[src/rtl/multicycle_pkg.sv]
// Shared encodings for the multi-cycle RV32I control FSM.
// States, opcode constants and datapath mux select codes.
package multicycle_pkg;

  typedef enum logic [3:0] {
    S_FETCH,
    S_DECODE,
    S_MEMADR,
    S_MEMRD,
    S_MEMWB,
    S_MEMWR,
    S_EXECR,
    S_EXECI,
    S_ALUWB,
    S_BRANCH,
    S_ILLEGAL,
    S_BUSERR
  } state_t;

  localparam logic [6:0] OP_LOAD   = 7'b0000011;
  localparam logic [6:0] OP_STORE  = 7'b0100011;
  localparam logic [6:0] OP_RTYPE  = 7'b0110011;
  localparam logic [6:0] OP_ITYPE  = 7'b0010011;
  localparam logic [6:0] OP_BRANCH = 7'b1100011;

  localparam logic [1:0] IMM_I = 2'b00;
  localparam logic [1:0] IMM_S = 2'b01;
  localparam logic [1:0] IMM_B = 2'b10;

  localparam logic [1:0] SRCA_PC    = 2'b00;
  localparam logic [1:0] SRCA_OLDPC = 2'b01;
  localparam logic [1:0] SRCA_RS1   = 2'b10;

  localparam logic [1:0] SRCB_RS2  = 2'b00;
  localparam logic [1:0] SRCB_IMM  = 2'b01;
  localparam logic [1:0] SRCB_FOUR = 2'b10;

  localparam logic [1:0] ALU_ADD   = 2'b00;
  localparam logic [1:0] ALU_SUB   = 2'b01;
  localparam logic [1:0] ALU_FUNCT = 2'b10;

  localparam logic [1:0] RES_ALUOUT = 2'b00;
  localparam logic [1:0] RES_MEM    = 2'b01;
  localparam logic [1:0] RES_ALU    = 2'b10;

  // States that hold a request on the shared memory
  function automatic logic is_mem_wait(state_t s);
    return (s == S_FETCH) || (s == S_MEMRD) ||
           (s == S_MEMWR);
  endfunction

endpackage

[src/rtl/multicycle_ctrl_wait_timer.sv]
// Counts stalled memory cycles and flags a timeout on the
// last allowed cycle unless the memory answers that cycle.
module ctrl_wait_timer #(
  parameter int TIMEOUT_CYCLES = 255
) (
  input  logic clk,
  input  logic rst_n,
  input  logic waiting,
  input  logic ready,
  input  logic clear,
  output logic timeout
);

  localparam int W =
    (TIMEOUT_CYCLES > 1) ? $clog2(TIMEOUT_CYCLES) : 1;
  localparam logic [W-1:0] LAST = W'(TIMEOUT_CYCLES - 1);
  localparam logic [W-1:0] ONE  = W'(1);

  logic [W-1:0] cnt;
  logic         stall;

  assign stall = waiting && !ready;

  // Wait counter: restarts on every state change
  always_ff @(posedge clk) begin
    if (!rst_n || clear) begin
      cnt <= '0;
    end else if (stall) begin
      cnt <= cnt + ONE;
    end
  end

  assign timeout = stall && (cnt == LAST);

endmodule

[src/rtl/multicycle_ctrl.sv]
// Moore control FSM for a multi-cycle RV32I subset datapath.
// Optional perf counters: define MULTICYCLE_CTRL_PERF_EN.
module multicycle_ctrl
  import multicycle_pkg::*;
#(
  parameter int TIMEOUT_CYCLES = 255,
  parameter int CNT_W          = 32
) (
  input  logic       clk,
  input  logic       rst_n,
  input  logic [6:0] opcode,
  input  logic [2:0] funct3,
  input  logic       funct7b5,
  input  logic       zero,
  input  logic       mem_ready,
  output logic       mem_req,
  output logic       mem_write,
  output logic       adr_src,
  output logic       ir_write,
  output logic       pc_write,
  output logic       reg_write,
  output logic [1:0] imm_src,
  output logic [1:0] alu_src_a,
  output logic [1:0] alu_src_b,
  output logic [1:0] alu_op,
  output logic [1:0] result_src,
  output logic       illegal,
  output logic       bus_err
`ifdef MULTICYCLE_CTRL_PERF_EN
  ,
  output logic [CNT_W-1:0] cycle_cnt,
  output logic [CNT_W-1:0] instret_cnt
`endif
);

  state_t state;
  state_t state_next;
  logic   waiting;
  logic   timeout;
  logic   taken;

  // funct7b5 is decoded by the ALU decoder, not here
  logic unused_f7;
  assign unused_f7 = funct7b5;

  assign waiting = is_mem_wait(state);

  ctrl_wait_timer #(
    .TIMEOUT_CYCLES(TIMEOUT_CYCLES)
  ) u_timer (
    .clk    (clk),
    .rst_n  (rst_n),
    .waiting(waiting),
    .ready  (mem_ready),
    .clear  (state_next != state),
    .timeout(timeout)
  );

  // Branch condition: beq/bne only, other funct3 fall through
  always_comb begin
    taken = 1'b0;
    case (funct3)
      3'b000:  taken = zero;
      3'b001:  taken = ~zero;
      default: taken = 1'b0;
    endcase
  end

  // State register
  always_ff @(posedge clk) begin
    if (!rst_n) begin
      state <= S_FETCH;
    end else begin
      state <= state_next;
    end
  end

  // Next-state logic; error states hold until reset
  always_comb begin
    state_next = state;
    case (state)
      S_FETCH: begin
        if (mem_ready)    state_next = S_DECODE;
        else if (timeout) state_next = S_BUSERR;
      end
      S_DECODE: begin
        unique case (1'b1)
          (opcode == OP_LOAD),
          (opcode == OP_STORE):  state_next = S_MEMADR;
          (opcode == OP_RTYPE):  state_next = S_EXECR;
          (opcode == OP_ITYPE):  state_next = S_EXECI;
          (opcode == OP_BRANCH): state_next = S_BRANCH;
          default:               state_next = S_ILLEGAL;
        endcase
      end
      S_MEMADR: begin
        state_next = (opcode == OP_LOAD) ? S_MEMRD
                                         : S_MEMWR;
      end
      S_MEMRD: begin
        if (mem_ready)    state_next = S_MEMWB;
        else if (timeout) state_next = S_BUSERR;
      end
      S_MEMWR: begin
        if (mem_ready)    state_next = S_FETCH;
        else if (timeout) state_next = S_BUSERR;
      end
      S_MEMWB:  state_next = S_FETCH;
      S_EXECR:  state_next = S_ALUWB;
      S_EXECI:  state_next = S_ALUWB;
      S_ALUWB:  state_next = S_FETCH;
      S_BRANCH: state_next = S_FETCH;
      default:  state_next = state;
    endcase
  end

  // Output decode; everything is held low during reset
  always_comb begin
    mem_req    = 1'b0;
    mem_write  = 1'b0;
    adr_src    = 1'b0;
    ir_write   = 1'b0;
    pc_write   = 1'b0;
    reg_write  = 1'b0;
    imm_src    = IMM_I;
    alu_src_a  = SRCA_PC;
    alu_src_b  = SRCB_RS2;
    alu_op     = ALU_ADD;
    result_src = RES_ALUOUT;
    illegal    = 1'b0;
    bus_err    = 1'b0;
    if (rst_n) begin
      case (state)
        S_FETCH: begin
          mem_req    = 1'b1;
          alu_src_b  = SRCB_FOUR;
          result_src = RES_ALU;
          ir_write   = mem_ready;
          pc_write   = mem_ready;
        end
        S_DECODE: begin
          alu_src_a = SRCA_OLDPC;
          alu_src_b = SRCB_IMM;
          imm_src   = IMM_B;
        end
        S_MEMADR: begin
          alu_src_a = SRCA_RS1;
          alu_src_b = SRCB_IMM;
          imm_src   = (opcode == OP_LOAD) ? IMM_I
                                          : IMM_S;
        end
        S_MEMRD: begin
          mem_req = 1'b1;
          adr_src = 1'b1;
        end
        S_MEMWB: begin
          reg_write  = 1'b1;
          result_src = RES_MEM;
        end
        S_MEMWR: begin
          mem_req   = 1'b1;
          mem_write = 1'b1;
          adr_src   = 1'b1;
        end
        S_EXECR: begin
          alu_src_a = SRCA_RS1;
          alu_src_b = SRCB_RS2;
          alu_op    = ALU_FUNCT;
        end
        S_EXECI: begin
          alu_src_a = SRCA_RS1;
          alu_src_b = SRCB_IMM;
          imm_src   = IMM_I;
          alu_op    = ALU_FUNCT;
        end
        S_ALUWB: begin
          reg_write  = 1'b1;
          result_src = RES_ALUOUT;
        end
        S_BRANCH: begin
          alu_src_a  = SRCA_RS1;
          alu_src_b  = SRCB_RS2;
          alu_op     = ALU_SUB;
          result_src = RES_ALUOUT;
          pc_write   = taken;
        end
        S_ILLEGAL: illegal = 1'b1;
        S_BUSERR:  bus_err = 1'b1;
        default: ;
      endcase
    end
  end

`ifdef MULTICYCLE_CTRL_PERF_EN
  localparam logic [CNT_W-1:0] CNT_ONE = CNT_W'(1);

  logic halted;
  logic retire;

  assign halted = (state == S_ILLEGAL) ||
                  (state == S_BUSERR);
  assign retire = (state_next == S_FETCH) &&
                  ((state == S_MEMWB) ||
                   (state == S_MEMWR) ||
                   (state == S_ALUWB) ||
                   (state == S_BRANCH));

  // Cycle and retired-instruction counters, frozen on error
  always_ff @(posedge clk) begin
    if (!rst_n) begin
      cycle_cnt   <= '0;
      instret_cnt <= '0;
    end else if (!halted) begin
      cycle_cnt <= cycle_cnt + CNT_ONE;
      if (retire) instret_cnt <= instret_cnt + CNT_ONE;
    end
  end
`else
  localparam int unused_cnt_w = CNT_W;
`endif

endmodule

[config.mk]
export PLATFORM = sky130hd
export DESIGN_NAME = multicycle_ctrl
export DESIGN_NICKNAME = d
export VERILOG_FILES = /design/src/rtl/multicycle_pkg.sv /design/src/rtl/multicycle_ctrl_wait_timer.sv /design/src/rtl/multicycle_ctrl.sv
export SDC_FILE = /design/constraint.sdc
export NUM_CORES = 1
export LEC_CHECK = 0
export ABC_CLOCK_PERIOD_IN_PS = 2320
export CORE_MARGIN = 4
export CORE_UTILIZATION = 29
export DETAILED_ROUTE_END_ITERATION = 8
export GPL_TIMING_DRIVEN = 0
export HOLD_SLACK_MARGIN = 0.02
export PLACE_DENSITY = 0.55
export RECOVER_POWER = 50
export SYNTH_ARGS = -nofsm -noshare
export SYNTH_HDL_FRONTEND = slang
export SYNTH_SLANG_ARGS = --single-unit
export TNS_END_PERCENT = 20
[constraint.sdc]
create_clock -name clk -period 2.32 [get_ports clk]
set_input_delay 0.348 -clock clk [delete_from_list [all_inputs] [get_ports clk]]
set_output_delay 0.348 -clock clk [all_outputs]
set_load 0.02 [all_outputs]
==> run summary <==
Post-Syn Instances: 151
Slew @ Worst Pin: 0.6823 ns
Hold Buf Count CTS: 0
Worst-case clock buffer depth: 2
Layout Cells excl Fill: 234
Pwr dens: 1128 mW/mm^2
Final setup violation count: 0
Power Total: 1.776 mW
RSZ-0062 raised after global routing: yes
Diode count: 0
H-Tree Level Count: 1
Die H: 70.18 um
Sw Ratio: 48.85%
Post-synth EDFFs: 0
Minimum clock period after layout: 2.200 ns
Total gr overflow: 0
Area delta synth->final: 40.51%
Fill cells: 408
Normalized max-slew margin: 53.93%
Wire length per cell: 13.92 um
Total CTS buffers: 3
Vias: 1228
Pre-Repair DR Iteration Count: 4
Register bit count reported by yosys: 12
Die area: 0.004925 sq mm
P_sw: 0.8677 mW
Post-DP HPWL: 2443 um
Sequential share of the synthesized area: 21.43%
Top Ports: 33
Hold WS: 0.5047 ns
CP Data Arrival Time: 1.85 ns
Root Buffer: clkbuf_8
Crit share post-route: 94.83%
Leak: 0.7226 nW
Starting Density: 30.39%
Critical Path Start Type: register
Slew Viols, Final: 0
CTS tree: done
I/O Buffers: 31
Top-area cell type share of the netlist area: 21.43%
CP Capture Type: output pin
Synth warn: 0
Synth cell types: 48
Cell Int Power: 0.9085 mW
CTS clock-pin slew for the worst setup and hold paths: 0.05 ns
Peak VDD IR: 0.0004170 V
Worst Setup Path Type: reg2out
Crit-path max FO: 10
Detailed Route Iter0 Violations: 56
Routed WL: 3258 um
Worst endpoint required time: 1.97 ns
Floorplan row count: 22
Post-synth top area cell: dfxtp_1
Finished Core Util: 42.71%
Final Wtd Congestion: 0.9078
Hold WC Path Type: reg2reg
Residual DRC count: 0
Synthesized net count: 168
Reg power frac: 17.1%
Syn avg cell area: 7.424 sq um
Total GRT Usage: 12.94%
Floorplan core area: 0.003689 sq mm
Netlist Area Pre-Place: 0.001121 sq mm
Vias in the first global route: 1104
Clock power frac: 12.8%
Worst-Skew Late Latency: 0.24 ns
First-pass GRT wire length: 5347 um
Via density: 5.248
Final Skew: 0.0007997 ns
Initial antenna violation count: 0
Share of cells above drive strength 1: 18.28%
Layout Nets: 204
Final number of hold-violating endpoints: 0
Async set-reset flop share out of synthesis: 0%
Ys flop type: dfxtp_1
Pin count of the biggest net entering global routing: 11
Fmax: 0.4546 GHz
Comb power frac: 70.0%
Status: finished, final reports clean
Die outline width: 70.18 um
Max Cap Violations: 0
Cell count after placement: 230
Final antenna-violating net count: 0
Top cells by area, synth: dfxtp_1 (21%), nor2_1 (7.4%), and3_1 (5.0%)
Sink Count: 12
==> cell usage after synthesis (2+ instances only) <==
library cell,instances
clkinv_1,2
ha_1,2
o22ai_1,4
xor2_1,5
nand4_1,2
nor3_1,6
nor4_1,2
nor2_1,22
nand3_1,2
xnor2_1,6
o31ai_1,3
buf_2,3
nand2b_1,3
nor2b_1,3
nand2_1,10
and2_1,2
or2_2,3
and3_1,9
or3_1,2
dfxtp_1,12
a21oi_1,11
buf_1,2
o21ai_0,4
nor3b_1,3
inv_1,3
clkbuf_1,3
==> critical path: stages (launching register included) <==
cell and delay (ns):
dfxtp_1 0.30, clkbuf_4 0.20, buf_4 0.21, nor2_2 0.07, and3_1 0.20, and2_1 0.17
a21o_1 0.14, dlygate4sd2_1 0.31
==> kinds of logic after synthesis <==
family | after synthesis | synth area share [%]
multiplexers | 1 | 1.004
AND/OR/NAND/NOR | 77 | 38.73
adder cells (fa/ha/maj) | 2 | 2.232
AO/OA/AOI/OAI | 35 | 23.33
flip-flops | 12 | 21.43
XOR/XNOR | 11 | 8.594
buffers and inverters | 13 | 4.687
==> power by group through the flow <==
stage                     Sequential [mW]  Combinational, mW  Clock (mW)
after floorplan                     0.284              0.850           0
after global placement              0.299               1.20           0
after detailed placement            0.300               1.20           0
after CTS                           0.301               1.19       0.237
after global routing                0.312               1.35       0.252
final                               0.304               1.24       0.228
==> final cells by class <==
class | instances | area [sq um] | share of cell area [%]
Tap cell | 48 | 60.06 | 3.813
Sequential cell | 12 | 244.0 | 15.49
Timing Repair Buffer | 31 | 290.3 | 18.43
Clock buffer | 4 | 55.05 | 3.495
Multi-Input combinational cell | 126 | 848.3 | 53.85
Inverter | 5 | 25.02 | 1.589
Buffer | 8 | 52.55 | 3.336
==> cells in the final DEF, fill, tap and decap left out, types with 2 or more instances in the layout <==
| master | n |
|---|---|
| nor2_1 | 21 |
| clkdlybuf4s50_1 | 14 |
| a21oi_1 | 11 |
| nand2_1 | 10 |
| dlygate4sd2_1 | 10 |
| and3_1 | 9 |
| dfxtp_1 | 9 |
| nor3_1 | 6 |
| xnor2_1 | 6 |
| xor2_1 | 5 |
| o21ai_0 | 4 |
| o22ai_1 | 4 |
| clkbuf_8 | 4 |
| dlymetal6s2s_1 | 4 |
| inv_1 | 3 |
| clkbuf_2 | 3 |
| clkbuf_4 | 3 |
| nand2b_1 | 3 |
| or2_2 | 3 |
| nor3b_1 | 3 |
| o31ai_1 | 3 |
| dfxtp_2 | 3 |
| nor2_2 | 2 |
| nand3_1 | 2 |
| buf_4 | 2 |
| nor2b_1 | 2 |
| and2_1 | 2 |
| or3_1 | 2 |
| nand4_1 | 2 |
| ha_1 | 2 |
| clkbuf_1 | 2 |
==> final timing paths <==
path / slack [ns] / cells past startpoint / end / startpoint
setup / recovery: 0.12 / 7 / pc_write / state[1]
hold / removal: 0.50 / 2 / u_timer.cnt[5] / u_timer.cnt[5]
hold reg to reg: 0.50 / 2 / u_timer.cnt[5] / u_timer.cnt[5]
setup reg to reg: 0.30 / 6 / u_timer.cnt[4] / u_timer.cnt[2]
==> per-stage QoR <==
stage / setup WS (ns) / area [sq um] / TNS [ns]
global placement: -0.4087 / 1498 / -5.121
global route: -0.02297 / 1575 / -0.02297
floorplan: 0.1954 / 1127 / 0
detailed placement: -0.4087 / 1498 / -5.322
finish: 0.1200 / 1575 / 0
CTS: -0.09004 / 1560 / -0.09004
==> sequential cells by signal, summed over array words and instances (netlist names) <==
signal and flops:
u_timer.cnt 8, state 4
==> layer usage <==
metal | up-vias | track usage (%) | share of wire, %
li1 | 621 | - | -
met1 | 573 | 17.81 | 45
met2 | 30 | 21.20 | 50
met3 | 4 | 2.302 | 4.2
met4 | 0 | 2.340 | 0.58
met5 | - | 0 | 0
==> what timing repair did <==
item | in CTS | in global routing
buffers inserted | 0 | 0
setup endpoints to repair | 18 | 19
resized for setup | 24 | 15
Power figures use the tool's default switching activity.
